**config.mk**
```make
export PLATFORM = sky130hd
export DESIGN_NAME = recovery_restore_seq
export DESIGN_NICKNAME = d
export VERILOG_FILES = /design/src/rtl/recovery_restore_seq.sv
export SDC_FILE = /design/constraint.sdc
export NUM_CORES = 1
export LEC_CHECK = 0
export CELL_PAD_IN_SITES_DETAIL_PLACEMENT = 1
export CELL_PAD_IN_SITES_GLOBAL_PLACEMENT = 2
export CORE_UTILIZATION = 23
export DETAILED_ROUTE_END_ITERATION = 8
export HOLD_SLACK_MARGIN = 0.02
export PLACE_DENSITY = 0.8
export SYNTH_ARGS = -nofsm -noshare
export SYNTH_HDL_FRONTEND = slang
export SYNTH_SLANG_ARGS = --single-unit
```
**constraint.sdc**
```tcl
create_clock -name clk -period 1.65 [get_ports clk]
set_clock_uncertainty 0.1 [all_clocks]
set_input_delay 0.4125 -clock clk [delete_from_list [all_inputs] [get_ports clk]]
set_output_delay 0.4125 -clock clk [all_outputs]
set_load 0.01 [all_outputs]
```
**src/rtl/recovery_restore_seq.sv**
```systemverilog
// Restore sequencer: on voter total collapse, halts the three replicas and
// copies the recovery register file into their register files.
module recovery_restore_seq #(
  parameter int ADDR_W      = 5,
  parameter int DATA_W      = 32,
  parameter int FIRST_REG   = 1,
  parameter int HALT_CYCLES = 2
) (
  input  logic              clk,
  input  logic              rst_in,
  input  logic              collapse_in,
  output logic [ADDR_W-1:0] rec_addr,
  input  logic [DATA_W-1:0] rec_data,
  output logic              rf_we,
  output logic [ADDR_W-1:0] rf_addr,
  output logic [DATA_W-1:0] rf_wd,
  output logic              core_halt,
  output logic              busy,
  output logic              restore_done,
  output logic [7:0]        restore_count
);

  typedef enum logic [2:0] {
    S_IDLE,
    S_HALT,
    S_SWEEP,
    S_DRAIN,
    S_DONE
  } state_t;

  localparam int CW = (HALT_CYCLES < 2) ? 1 : $clog2(HALT_CYCLES + 1);
  localparam logic [CW-1:0] C_LAST = CW'(HALT_CYCLES - 1);
  localparam logic [ADDR_W-1:0] A_FIRST = ADDR_W'(FIRST_REG);
  localparam logic [ADDR_W-1:0] A_LAST = '1;

  state_t        state;
  logic [CW-1:0] cnt;
  logic          pending;

  always_ff @(posedge clk or negedge rst_in) begin
    if (!rst_in) begin
      state         <= S_IDLE;
      cnt           <= '0;
      pending       <= 1'b0;
      rec_addr      <= '0;
      rf_we         <= 1'b0;
      rf_addr       <= '0;
      rf_wd         <= '0;
      core_halt     <= 1'b0;
      busy          <= 1'b0;
      restore_done  <= 1'b0;
      restore_count <= '0;
    end else begin
      restore_done <= 1'b0;
      unique case (state)
        S_IDLE: begin
          rec_addr <= '0;
          rf_we    <= 1'b0;
          if (collapse_in) begin
            state     <= S_HALT;
            core_halt <= 1'b1;
            busy      <= 1'b1;
            cnt       <= '0;
          end
        end
        S_HALT: begin
          if (collapse_in) pending <= 1'b1;
          if (cnt >= C_LAST) begin
            state    <= S_SWEEP;
            rec_addr <= A_FIRST;
          end else begin
            cnt <= cnt + 1'b1;
          end
        end
        S_SWEEP: begin
          if (collapse_in) pending <= 1'b1;
          rf_we   <= 1'b1;
          rf_addr <= rec_addr;
          rf_wd   <= rec_data;
          if (rec_addr == A_LAST) state <= S_DRAIN;
          else rec_addr <= rec_addr + 1'b1;
        end
        S_DRAIN: begin
          if (collapse_in) pending <= 1'b1;
          rf_we        <= 1'b0;
          rec_addr     <= '0;
          state        <= S_DONE;
          restore_done <= 1'b1;
          if (restore_count != 8'hFF)
            restore_count <= restore_count + 8'd1;
        end
        S_DONE: begin
          if (pending || collapse_in) begin
            // Cores are already stalled, so DONE counts as one settle cycle.
            pending <= 1'b0;
            state   <= S_HALT;
            cnt     <= CW'(1);
          end else begin
            state     <= S_IDLE;
            core_halt <= 1'b0;
            busy      <= 1'b0;
          end
        end
        default: begin
          state     <= S_IDLE;
          core_halt <= 1'b0;
          busy      <= 1'b0;
          rf_we     <= 1'b0;
        end
      endcase
    end
  end

endmodule

```
* Word level (Yosys, flattened, before mapping)
Cells that the tools add are included.
** Cells by class
- Add/subtract/negate cells :: 3
- Multiply operators :: 0
- Divide/modulo/power cells :: 0
- Magnitude comparators :: 1
- Equal/unequal tests :: 14
- Shifts and indexed selects :: 0
- Muxes and demuxes :: 19
- Bitwise operators :: 1
- Reduce and logical (&&, ||, !) cells :: 14
** Operator list (number)
- $pmux 3 s5 :: 1
- $pmux 5 s3 :: 1
- $ne 2x2->1 const B :: 7
- $reduce_and 3->1 :: 4
- $mux 5 :: 2
- $mux 3 :: 3
- $add 8x1->8 const B :: 1
- $ne 8x8->1 const B :: 1
- $eq 3x2->1 const B :: 2
- $mux 2 :: 3
- $pmux 2 s3 :: 1
- $reduce_bool 3->1 :: 2
- $add 5x1->5 const B :: 1
- $eq 5x5->1 const B :: 1
- $mux 1 :: 5
- $pmux 1 s2 :: 2
- $reduce_and 4->1 :: 1
- $reduce_or 2->1 :: 2
- $eq 3x1->1 const B :: 1
- $eq 3x3->1 const B :: 1
- $logic_not 3->1 :: 1
- $pmux 1 s3 :: 1
- $reduce_or 3->1 :: 1
- $add 2x1->2 const B :: 1
- 6 further kinds :: 6
** Word-level totals
- Flip-flop bits (word level) :: 59
- Bits in latches :: 0
- Memory bits (writable) :: 0
- Bits in read-only memories :: 0
- Word-level logic and storage cells :: 62
- Memories kept :: 0

* Depth between registers and ports, before layout
Gate-level depths: netlist (run 1).
- Word-level depth :: 4
- Depth in mapped cells :: 6
- Gate-level depth less buffers :: 6

* Worst setup path before layout (run 1)
OpenSTA, ideal clock, no wires.
- Kind :: reg2reg
- Start point :: reg rec_addr[0]
- End point :: reg rec_addr[0]
- Library setup time :: 0.079 ns
- Data arrival time :: 1.656 ns
- Path slack :: -0.185 ns
- Stages on the path, launching flop included :: 6
- Clock period less this slack :: 1.835 ns
- Path through :: dfrtp_1 -> ha_1 -> and3_1 -> ha_1 -> a221oi_2 -> mux2i_1
** On the way
- Word-level cells in the longest chain between the ends :: 3
** RTL lines
- from (decl) :: RTL line 12 : output logic [ADDR_W-1:0] rec_addr,
- from (signal assigned) :: RTL line 81 : else rec_addr <= rec_addr + 1'b1;
- $add 5x1->5 / $eq 5x5->1 (equally long branches) :: RTL line 81, 80
- $mux 5 / $ne 2x2->1 (equally long branches)
- $pmux 5 s3 / $reduce_and 3->1 (equally long branches)
Parallel ways exist; a longest one is shown, timed or not. The select of a mux whose other input is x is not followed.
A chain may end at the register's enable or synchronous reset.

* Final worst setup path (run 1)
- Start point :: reg rec_addr[0]
- End point :: reg rec_addr[2]
Same word-level chain as after synthesis.

==> reports/metrics.cfg, run 1 <==
[sta]
hold_viol=0
setup_ws_ns=-0.0911
fmax_mhz=574
maxSlewHeadroom_pct=74.0
setup_violations=5
rsz0062_at_grt=yes
final-max-slew-violation-count=0
worst_pin_slew_ns=0.389
post-route-period-util_pct=106
holdWs_ns=0.339
fin_crit_ns=1.74

[floorplanning]
core_um2=10500
die_h_um=107
initial_core_util_pct=24.1
dieWidth_um=107
ios=89
die_area_um2=11400
rows=37

[logic_synthesis]
ys_dominant_reg_cell=dfrtp_1
syn_avg_cell_area_um2=9.42
synth_xor_area_share_pct=0.694
synth-edff-count=0
synth.ff_latch_count=59
async_flop_share_pct=100
synthMuxAreaShare_pct=3.32
ys_warn_count=0
ys_types=37
yosysSeqAreaShare_pct=58.5
synthCells=268
synth-compound-area-share_pct=7.34
syn-num-nets=307
syn_area_um2=2520
yosys.area_share.simple_pct=24.0
synthAdderAreaFrac_pct=1.98
synth_top_family_by_area=simple AND/OR/NAND/NOR gates

[clocking]
htree_levels=3
cts_buffer_depth=2
cts.clk_slew.worst_paths_ns=0.06
clk_latency_ns=0.32
cts_root_buf=clkbuf_8
cts_tree=built
cts.sinks=59
cts_made_buffers=9

[worst_hold_path]
hold_path_class=in2async

[setup_path]
r2r_start=rec_addr[0]$_DFFE_PN0P_
cp.arrival_ns=1.85
crit_required_ns=1.76
path_class=reg2reg
worstPathMaxFanout=3
start_kind=flip-flop
worstRegToRegCells=6
end_kind=flip-flop
cp-startpoint=rec_addr[0]$_DFFE_PN0P_
reg2reg_to=rec_addr[2]$_DFFE_PN0P_
ff2ff_setup_slack_ns=-0.09

[finish]
syn_to_final_growth_pct=60.3
fill_cells=1248
num-nets-final=426
mostFrequentLayoutCells=112 x nand2_1, 55 x dfrtp_1, 52 x dlygate4sd2_1, 33 x clkdlybuf4s50_1, 26 x buf_4
multi_input_area_um2=1050
layout_commonest_cell=nand2_1
drive_gt1_share_pct=18.4
final-seq-area_um2=1480
diodes=0
layout.cells.non_filler=528

[status]
violations=setup timing
status=complete, but fails checks

[routing]
via_per_inst=4.31
wl_mm=7.15
drt-initial-drc-count=61
wl_per_cell_um=13.5
vias=2277
ant_nets=0
drc=0
drtPass1Iterations=4

[power]
p_leak_uw=0.00198
p_switching_uw=691
seq_power_share_pct=49.5
ir_worst_vdd_mv=0.349
p_per_area_nw_per_um2=752
swShare_pct=22.7
p_total_uw=3040
clkPwrFrac_pct=42.8
intPower_uw=2350
power_frac_comb_pct=7.7

[global_routing]
grt_first_pass_wirelength_mm=11.6
grt_usage_pct=12.9
overflow=0
grt_antenna_before_repair=0
grt_max_degree=42
first_global_vias=2451

[run]
maxCapViolCount=0

[placement]
hpwlAfterDp_mm=4.99
gp_congestion=0.721
dp_worst_setup_slack_ns=-0.0895
portBuffers=88
dpl.cell_count=503

[sequential cells by signal (all words and copies together), names as in the netlist, 2 cells and up]
register and count:
restore_count 8, rf_addr 5, cnt 2, state 3, rec_addr 5, rf_wd 32
[final cells by class]
| type | count | area share, % |
|---|---|---|
| Inverter | 13 | 1.21 |
| Multi-Input combinational cell | 183 | 26.0 |
| Clock inverter | 5 | 1.30 |
| Clock buffer | 11 | 3.50 |
| Timing Repair Buffer | 121 | 27.2 |
| Sequential cell | 59 | 36.6 |
| Tap cell | 136 | 4.21 |
[critical path, stage by stage (launching register included)]
cell	delay, ns
dfrtp_2	0.43
ha_4	0.16
and3_4	0.14
ha_4	0.17
nand2b_4	0.13
a221o_1	0.30
a32o_1	0.20
[power groups by stage]
stage | clock [µW] | combinational, µW | sequential, µW
finish | 1300 | 234 | 1510
global route | 1430 | 258 | 1510
CTS | 1370 | 242 | 1510
detailed placement | 0 | 267 | 1540
global placement | 0 | 264 | 1530
floorplan | 0 | 30.4 | 1550
[synth_stat cells, types with 2 or more instances]
master,n,area [µm²]
nor2b_1,5,31.3
nor2_1,5,18.8
nand4_1,4,25.0
a221o_1,2,20.0
a21oi_1,7,35.0
clkbuf_1,9,33.8
nor4_1,2,12.5
dfrtp_1,59,1480
mux2i_1,5,50.1
o21ai_0,9,45.0
nand2_1,112,420
nor3_1,2,10.0
inv_1,13,48.8
o211ai_1,2,15.0
nand3_1,3,15.0
buf_2,3,15.0
ha_1,4,50.1
mux2_2,3,33.8
[logic make-up after synthesis]
kind of cell,Yosys count
multiplexers,8
XOR/XNOR,2
buffers and inverters,26
AO/OA/AOI/OAI,27
adder cells (fa/ha/maj),4
AND/OR/NAND/NOR,142
flip-flops,59
[per-stage QoR]
stage               setup TNS, ns  utilization, %  cell area (µm²)
global placement           -0.126            36.2             3790
global route               -0.723            38.7             4050
floorplan                  -0.199               -             2570
finish                     -0.253            38.7             4050
CTS                        -0.308            38.2             4000
detailed placement         -0.408            36.2             3790
[how the worst max path moves through the flow]
| stage | endpoint | slack [ns] | cells past startpoint |
|---|---|---|---|
| after global placement | rec_addr[2]$_DFFE_PN0P_ | -0.04 | 6 |
| final | rec_addr[2]$_DFFE_PN0P_ | -0.09 | 6 |
| after global routing | rec_addr[0]$_DFFE_PN0P_ | -0.16 | 6 |
| after floorplan | rec_addr[2]$_DFFE_PN0P_ | -0.09 | 6 |
| after CTS | rec_addr[2]$_DFFE_PN0P_ | -0.09 | 6 |
| after detailed placement | rec_addr[0]$_DFFE_PN0P_ | -0.09 | 5 |
[routing by layer]
layer	routed length (µm)	global-route usage, %	vias to the layer above
met5	0	0	-
met4	68	4.11	0
met3	435	3.65	8
met2	3560	22.4	55
met1	3090	15.2	1101
li1	-	-	1113
[repair_timing]
| action | 4_1_cts | 5_1_grt |
|---|---|---|
| gates resized for setup | 68 | 9 |
| hold endpoints to repair | 52 | 0 |
| hold buffers | 1 | 0 |
| endpoints found under the setup margin | 61 | 14 |
| pin swaps | 3 | 4 |
| setup buffers | 8 | 0 |
Note: power is estimated with default switching activity, not from simulation.
==> run 2, diff against run 1 <==
--- a/config.mk
+++ b/config.mk
@@ -5,12 +5,14 @@
 export SDC_FILE = /design/constraint.sdc
 export NUM_CORES = 1
 export LEC_CHECK = 0
+export CAP_MARGIN = 20
 export CELL_PAD_IN_SITES_DETAIL_PLACEMENT = 1
 export CELL_PAD_IN_SITES_GLOBAL_PLACEMENT = 2
 export CORE_UTILIZATION = 23
 export DETAILED_ROUTE_END_ITERATION = 8
 export HOLD_SLACK_MARGIN = 0.02
 export PLACE_DENSITY = 0.8
+export SETUP_SLACK_MARGIN = 0.1
 export SYNTH_ARGS = -nofsm -noshare
 export SYNTH_HDL_FRONTEND = slang
 export SYNTH_SLANG_ARGS = --single-unit
==> run 2 against run 1 <==
Net effect:
- the flow still finishes with violations (setup timing)
- global-route usage rose by 0.12 points
- core utilization grew 2.1 points
- sequential power about the same
- cell count rose by 2.5%
- clock power increased by 32%
- sequential share of layout area decreased by 1.9 points
- highest routed layer unchanged
==> reports/metrics.cfg, run 2 (same netlist as run 1, synthesis figures left out) <==
[status]
violations=setup timing
status=complete, but fails checks

[placement]
portBuffers=88
dp_worst_setup_slack_ns=-0.103
dpl.cell_count=498
gp_congestion=0.753
hpwlAfterDp_mm=4.59
placed_area_um2=3760

[floorplanning]
initial_core_util_pct=24.1
core_um2=10500
ios=89
rows=37
die_area_um2=11400
die_h_um=107
dieWidth_um=107

[routing]
drc=0
drt-initial-drc-count=63
wl_mm=7.25
ant_nets=0
wl_per_cell_um=13.4
drtPass1Iterations=3
vias=2294
via_per_inst=4.24

[clocking]
cts_buffer_depth=2
clk_latency_ns=0.33
cts_made_buffers=9
cts_root_buf=clkbuf_8
cts_tree=built
cts.sinks=59
cts.clk_slew.worst_paths_ns=0.07
htree_levels=3

[setup_path]
worstPathBufferInverterCount=0
crit_required_ns=1.77
cpPeakStageDelay_ns=0.43
path_class=reg2reg
start_kind=flip-flop
crit_family=compound AO/OA/AOI/OAI gates
critPathSlowestCell=dfrtp_2
end_kind=flip-flop
cp.arrival_ns=1.87
worstPathMaxFanout=4
crit_top_cell=ha_4
cp_cell_sequence=ha_4, and3_4, ha_4, nand2b_4, a221o_1, a32o_1

[sta]
final-max-slew-violation-count=0
post-route-period-util_pct=106
fin_crit_ns=1.75
fmax_mhz=572
worst_pin_slew_ns=0.352
rsz0062_at_grt=yes
maxSlewHeadroom_pct=76.5
setup_violations=4
hold_viol=0
setup_ws_ns=-0.0995
holdWs_ns=0.373

[finish]
num-nets-final=439
postLayoutCellArea_um2=4270
mostFrequentLayoutCells=112 x nand2_1, 54 x dfrtp_1, 35 x buf_4, 33 x clkdlybuf4s50_1, 27 x dlygate4sd2_1
layout.cells.non_filler=541
largest_register_ffs=32
syn_to_final_growth_pct=69.1
drive_gt1_share_pct=23.2
largest_register=rf_wd
largestRegisters=rf_wd (32), restore_count (8)
layout_commonest_cell=nand2_1
diodes=0

[power]
power_frac_comb_pct=6.8
p_leak_uw=0.00206
ir_worst_vdd_mv=0.495
p_per_area_nw_per_um2=809
clkPwrFrac_pct=49.6
intPower_uw=2750
swShare_pct=20.4
seq_power_share_pct=43.6
p_switching_uw=706

[worst_hold_path]
hold_path_class=reg2reg

[global_routing]
grt_max_degree=60
first_global_vias=2342
grt_antenna_before_repair=0
grt_first_pass_wirelength_mm=11.7
grt_usage_pct=13.0
overflow=0

[run]
maxCapViolCount=0

run 2: layout make-up:
cell class / count / area, µm²
clock inverter: 4 / 95.1
sequential: 59 / 1480
tap: 136 / 170
clock buffer: 12 / 165
multi-input combinational: 183 / 1070
timing repair buffer: 134 / 1240
fill: 1209 / 6190
inverter: 13 / 48.8
run 2: power by group through the flow:
stage	Combinational (µW)	Clock (µW)	Sequential (µW)
floorplan	30.4	0	1550
global placement	258	0	1530
global route	261	1820	1510
finish	234	1710	1510
detailed placement	261	0	1530
CTS	236	1760	1500
run 2: worst min-delay path: cells and delay by family (launching register included):
family	cells	cell delay, ns
flip-flops	1	0.34
AND/OR/NAND/NOR	2	0.11
run 2: repair_timing:
action / 4_1_cts / 5_1_grt
hold buffers: 1 / 0
setup endpoints to repair: 63 / 41
setup buffers: 13 / 13
gates resized for setup: 77 / 38
endpoints found under the hold margin: 59 / 0
pin swaps: 4 / 8
run 2: final timing paths:
check	slack, ns	end	cells past startpoint	start
max	-0.1	rec_addr[2]$_DFFE_PN0P_	6	rec_addr[0]$_DFFE_PN0P_
max reg2reg	-0.1	rec_addr[2]$_DFFE_PN0P_	6	rec_addr[0]$_DFFE_PN0P_
min	0.37	rf_wd[24]$_DFFE_PN0N_	2	rf_wd[24]$_DFFE_PN0N_
max in group asynchronous	0.64	rec_addr[2]$_DFFE_PN0P_	3	rst_in
min reg2reg	0.37	rf_wd[24]$_DFFE_PN0N_	2	rf_wd[24]$_DFFE_PN0N_
min in group asynchronous	0.51	restore_done$_DFF_PN0_	3	rst_in
run 2: metrics by stage:
step | utilization (%) | power (µW) | setup TNS, ns
3_5_place_dp | 35.9 | 1800 | -0.518
6_report | 40.8 | 3450 | -0.180
5_1_grt | 40.8 | 3590 | -0.520
4_1_cts | 39.1 | 3500 | -0.249
3_3_place_gp | 35.9 | 1790 | -0.159
2_1_floorplan | - | 1580 | -0.175
run 2: per-layer routing:
| layer | vias to the layer above | global-route usage (%) | part of all wire (%) |
|---|---|---|---|
| met3 | 9 | 3.16 | 5.5 |
| met1 | 1088 | 16.7 | 46 |
| met4 | 0 | 4.70 | 1.4 |
| met2 | 57 | 21.1 | 47 |
| li1 | 1140 | - | - |
| met5 | - | 0 | 0 |
==> RTL edit: new RTL, config.mk and constraints of run 1 <==
The 5 states of `state_t` get a Gray code encoding in 3 bits.
--- a/src/rtl/recovery_restore_seq.sv
+++ b/src/rtl/recovery_restore_seq.sv
@@ -23,7 +23,7 @@
   typedef enum logic [2:0] {
-    S_IDLE,
-    S_HALT,
-    S_SWEEP,
-    S_DRAIN,
-    S_DONE
+    S_IDLE  = 3'b000,
+    S_HALT  = 3'b001,
+    S_SWEEP = 3'b011,
+    S_DRAIN = 3'b010,
+    S_DONE  = 3'b110
   } state_t;
Formal check against the unedited RTL: no difference found for any inputs over 10 cycles, from zero or initial values and one cycle with rst_in low; not proved beyond that.
==> RTL edit against run 1 <==
Critical path type unchanged; total power shrank 2.3%; non-clock buffer count shrank 2; fmax shrank 3.1%; sequential cell count is the same; design area shrank 0.84%; die area grew 2.4%; count of clock-buffer cells in the layout grew 1; the flow still finishes with violations (negative setup slack); worst hold slack gained 0.048 ns; routed wire length shrank 7.3%; area after synthesis grew 2.4%; largest power group unchanged; largest cell class unchanged; worst setup slack lost 0.056 ns; cell count shrank 11%.
==> RTL edit: results (changes against run 1) <==
FF-to-FF End: rec_addr[0] (was rec_addr[2])
syn nets: 243 (was 307)
FF-to-FF Start: rec_addr[0] (unchanged)
H-tree depth: 3 (unchanged)
Max-Cap Viols: 0 (unchanged)
DR vias/cell: 4.31 (about the same)
number of port buffers: 88 (unchanged)
All-Layer GR Usage: 12.2% (was 12.9%)
initial antenna violation count: 0 (unchanged)
Clk Latency, worst-skew pair: 0.33 ns
sw frac: 22.1% (was 22.7%)
most frequent cells after synthesis: 59 x dfrtp_1, 32 x mux2_2, 14 x nand2_1, 10 x inv_1 (was 112 x nand2_1, 59 x dfrtp_1, 13 x inv_1, 9 x clkbuf_1, 9 x o21ai_0)
drt total wl: 6.63 mm (was 7.15 mm)
CTS Buffer Depth: 2 (unchanged)
Slew @ Worst Pin: 0.337 ns (was 0.389 ns)
largest net degree at the start of global routing: 60 (was 42)
top post-synthesis cells by area: dfrtp_1 57%, mux2_2 14%, mux2_4 3.5% (was dfrtp_1 59%, nand2_1 17%, ha_1 2.0%)
layout cells sized above 1: 30.8% (was 18.4%)
Largest regs: rf_wd: 32 flops, restore_count: 8 flops (unchanged)
placed cell areas: 3770 µm² (was 3790 µm²)
Seq/Total Area, Yosys: 57.1% (was 58.5%)
fillers: 1199 (was 1248)
status: finished, violations left (unchanged)
final setup violation count: 5 (unchanged)
hold path depth: 2
failing checks: negative setup slack (unchanged)
maximum vdd drop: 0.280 mV (was 0.349 mV)
Top FF cell, synth: dfrtp_1 (unchanged)
leakage: 1.77 nW (was 1.98 nW)
Netlist cell types: 42 (was 37)
initial drt markers: 45 (was 61)
Setup WS post-layout: -0.147 ns (was -0.0911 ns)
Worst Setup Start Kind: flip-flop (unchanged)
gp weighted congestion: 0.770 (was 0.721)
Hold Path Sink: rf_addr[1]
Largest register FFs: 32 (unchanged)
TritonCTS Buffers: 9 (unchanged)
placed wire-length estimate: 4.57 mm (was 4.99 mm)
yosys warns: 0 (unchanged)
fin nets: 363 (was 426)
root buffer cell: clkbuf_8 (unchanged)
Worst Reg-to-Reg Cells: 7 (was 6)
Hold Crit Class: reg2reg (was in2async)
Seq pwr share: 50.6% (was 49.5%)
first-pass GRT wire length: 10.9 mm (was 11.6 mm)
number of iterations in the first detailed-routing pass: 4 (unchanged)
antenna viol nets, final: 0 (unchanged)
CTS clk-pin slew, worst paths: 0.07 ns
ANT cells: 0 (unchanged)
worst hold start: rf_addr[1]
CP Max Fanout: 6 (was 3)
vias in the first global route: 2222 (was 2451)
critical path arrival: 1.92 ns (was 1.85 ns)
ys async rst share: 100% (unchanged)
## RTL edit: worst max path at each step
stage	slack [ns]	endpoint
floorplan	-0.10	rec_addr[2]
global placement	-0.06	rec_addr[2]
detailed placement	-0.15	rec_addr[1]
CTS	-0.14	rec_addr[1]
global route	-0.21	rec_addr[4]
finish	-0.15	rec_addr[0]
## RTL edit: final cells by class
class	instances	area (µm²)	share of cell area, %
inverters	10	37.5	0.936
well taps	140	175	4.37
clock inverters	3	40.0	0.998
multi-input cells	125	1080	26.9
repair buffers	119	1060	26.5
flip-flops and latches	59	1480	36.9
clock buffers	12	135	3.37
## RTL edit: logic make-up (layout without fill, tap and decap cells)
logic type,after synthesis,after routing,synth area share (%)
muxes,41,41,18.6
DFF,59,59,57.1
AOI/OAI and AO/OA,30,30,7.02
xor gates and xnor gates,1,1,0.339
adders and majority gates,4,4,1.94
and+or+nand+nor,49,49,10.8
buffers and inverters,20,144,4.11
## RTL edit: through the flow
stage	hold slack, ns	instances	setup TNS, ns	power [W]	util [%]
4_1_cts	0.396	463	-0.634	0.00304	36.3
6_report	0.386	468	-0.640	0.00297	36.8
3_3_place_gp	0.347	442	-0.275	0.00179	34.7
3_5_place_dp	0.350	442	-0.788	0.00180	34.7
2_1_floorplan	0.0169	204	-0.404	0.00159	-
5_1_grt	0.422	468	-0.955	0.00314	36.8
## RTL edit: timing repair
item,4_1_cts,5_1_grt
hold buffers,1,0
pin swaps,3,4
endpoints found under the hold margin,59,0
buffers inserted,5,5
setup endpoints to repair,59,11
cloned,0,0
gates resized for setup,64,9
## RTL edit: power groups by stage
stage | clock [W] | combinational [W] | sequential [W]
global route | 0.00138 | 0.000251 | 0.00151
CTS | 0.00130 | 0.000237 | 0.00150
finish | 0.00124 | 0.000229 | 0.00150
detailed placement | 0 | 0.000263 | 0.00153
global placement | 0 | 0.000259 | 0.00153
floorplan | 0 | 0.0000381 | 0.00155
## RTL edit: critical path, stage by stage (launching register included)
cell     delay [ns]
dfrtp_2        0.42
ha_4           0.16
and3_4         0.15
ha_4           0.15
mux2_4         0.30
a21oi_4        0.20
buf_4          0.14
o21ai_1        0.06
## RTL edit: per-layer routing
layer	up-vias	wire length, µm	global-route usage (%)
li1	961	-	-
met4	0	90	4.99
met5	-	0	0
met1	1013	2800	14.0
met2	39	3490	21.3
met3	6	252	3.56
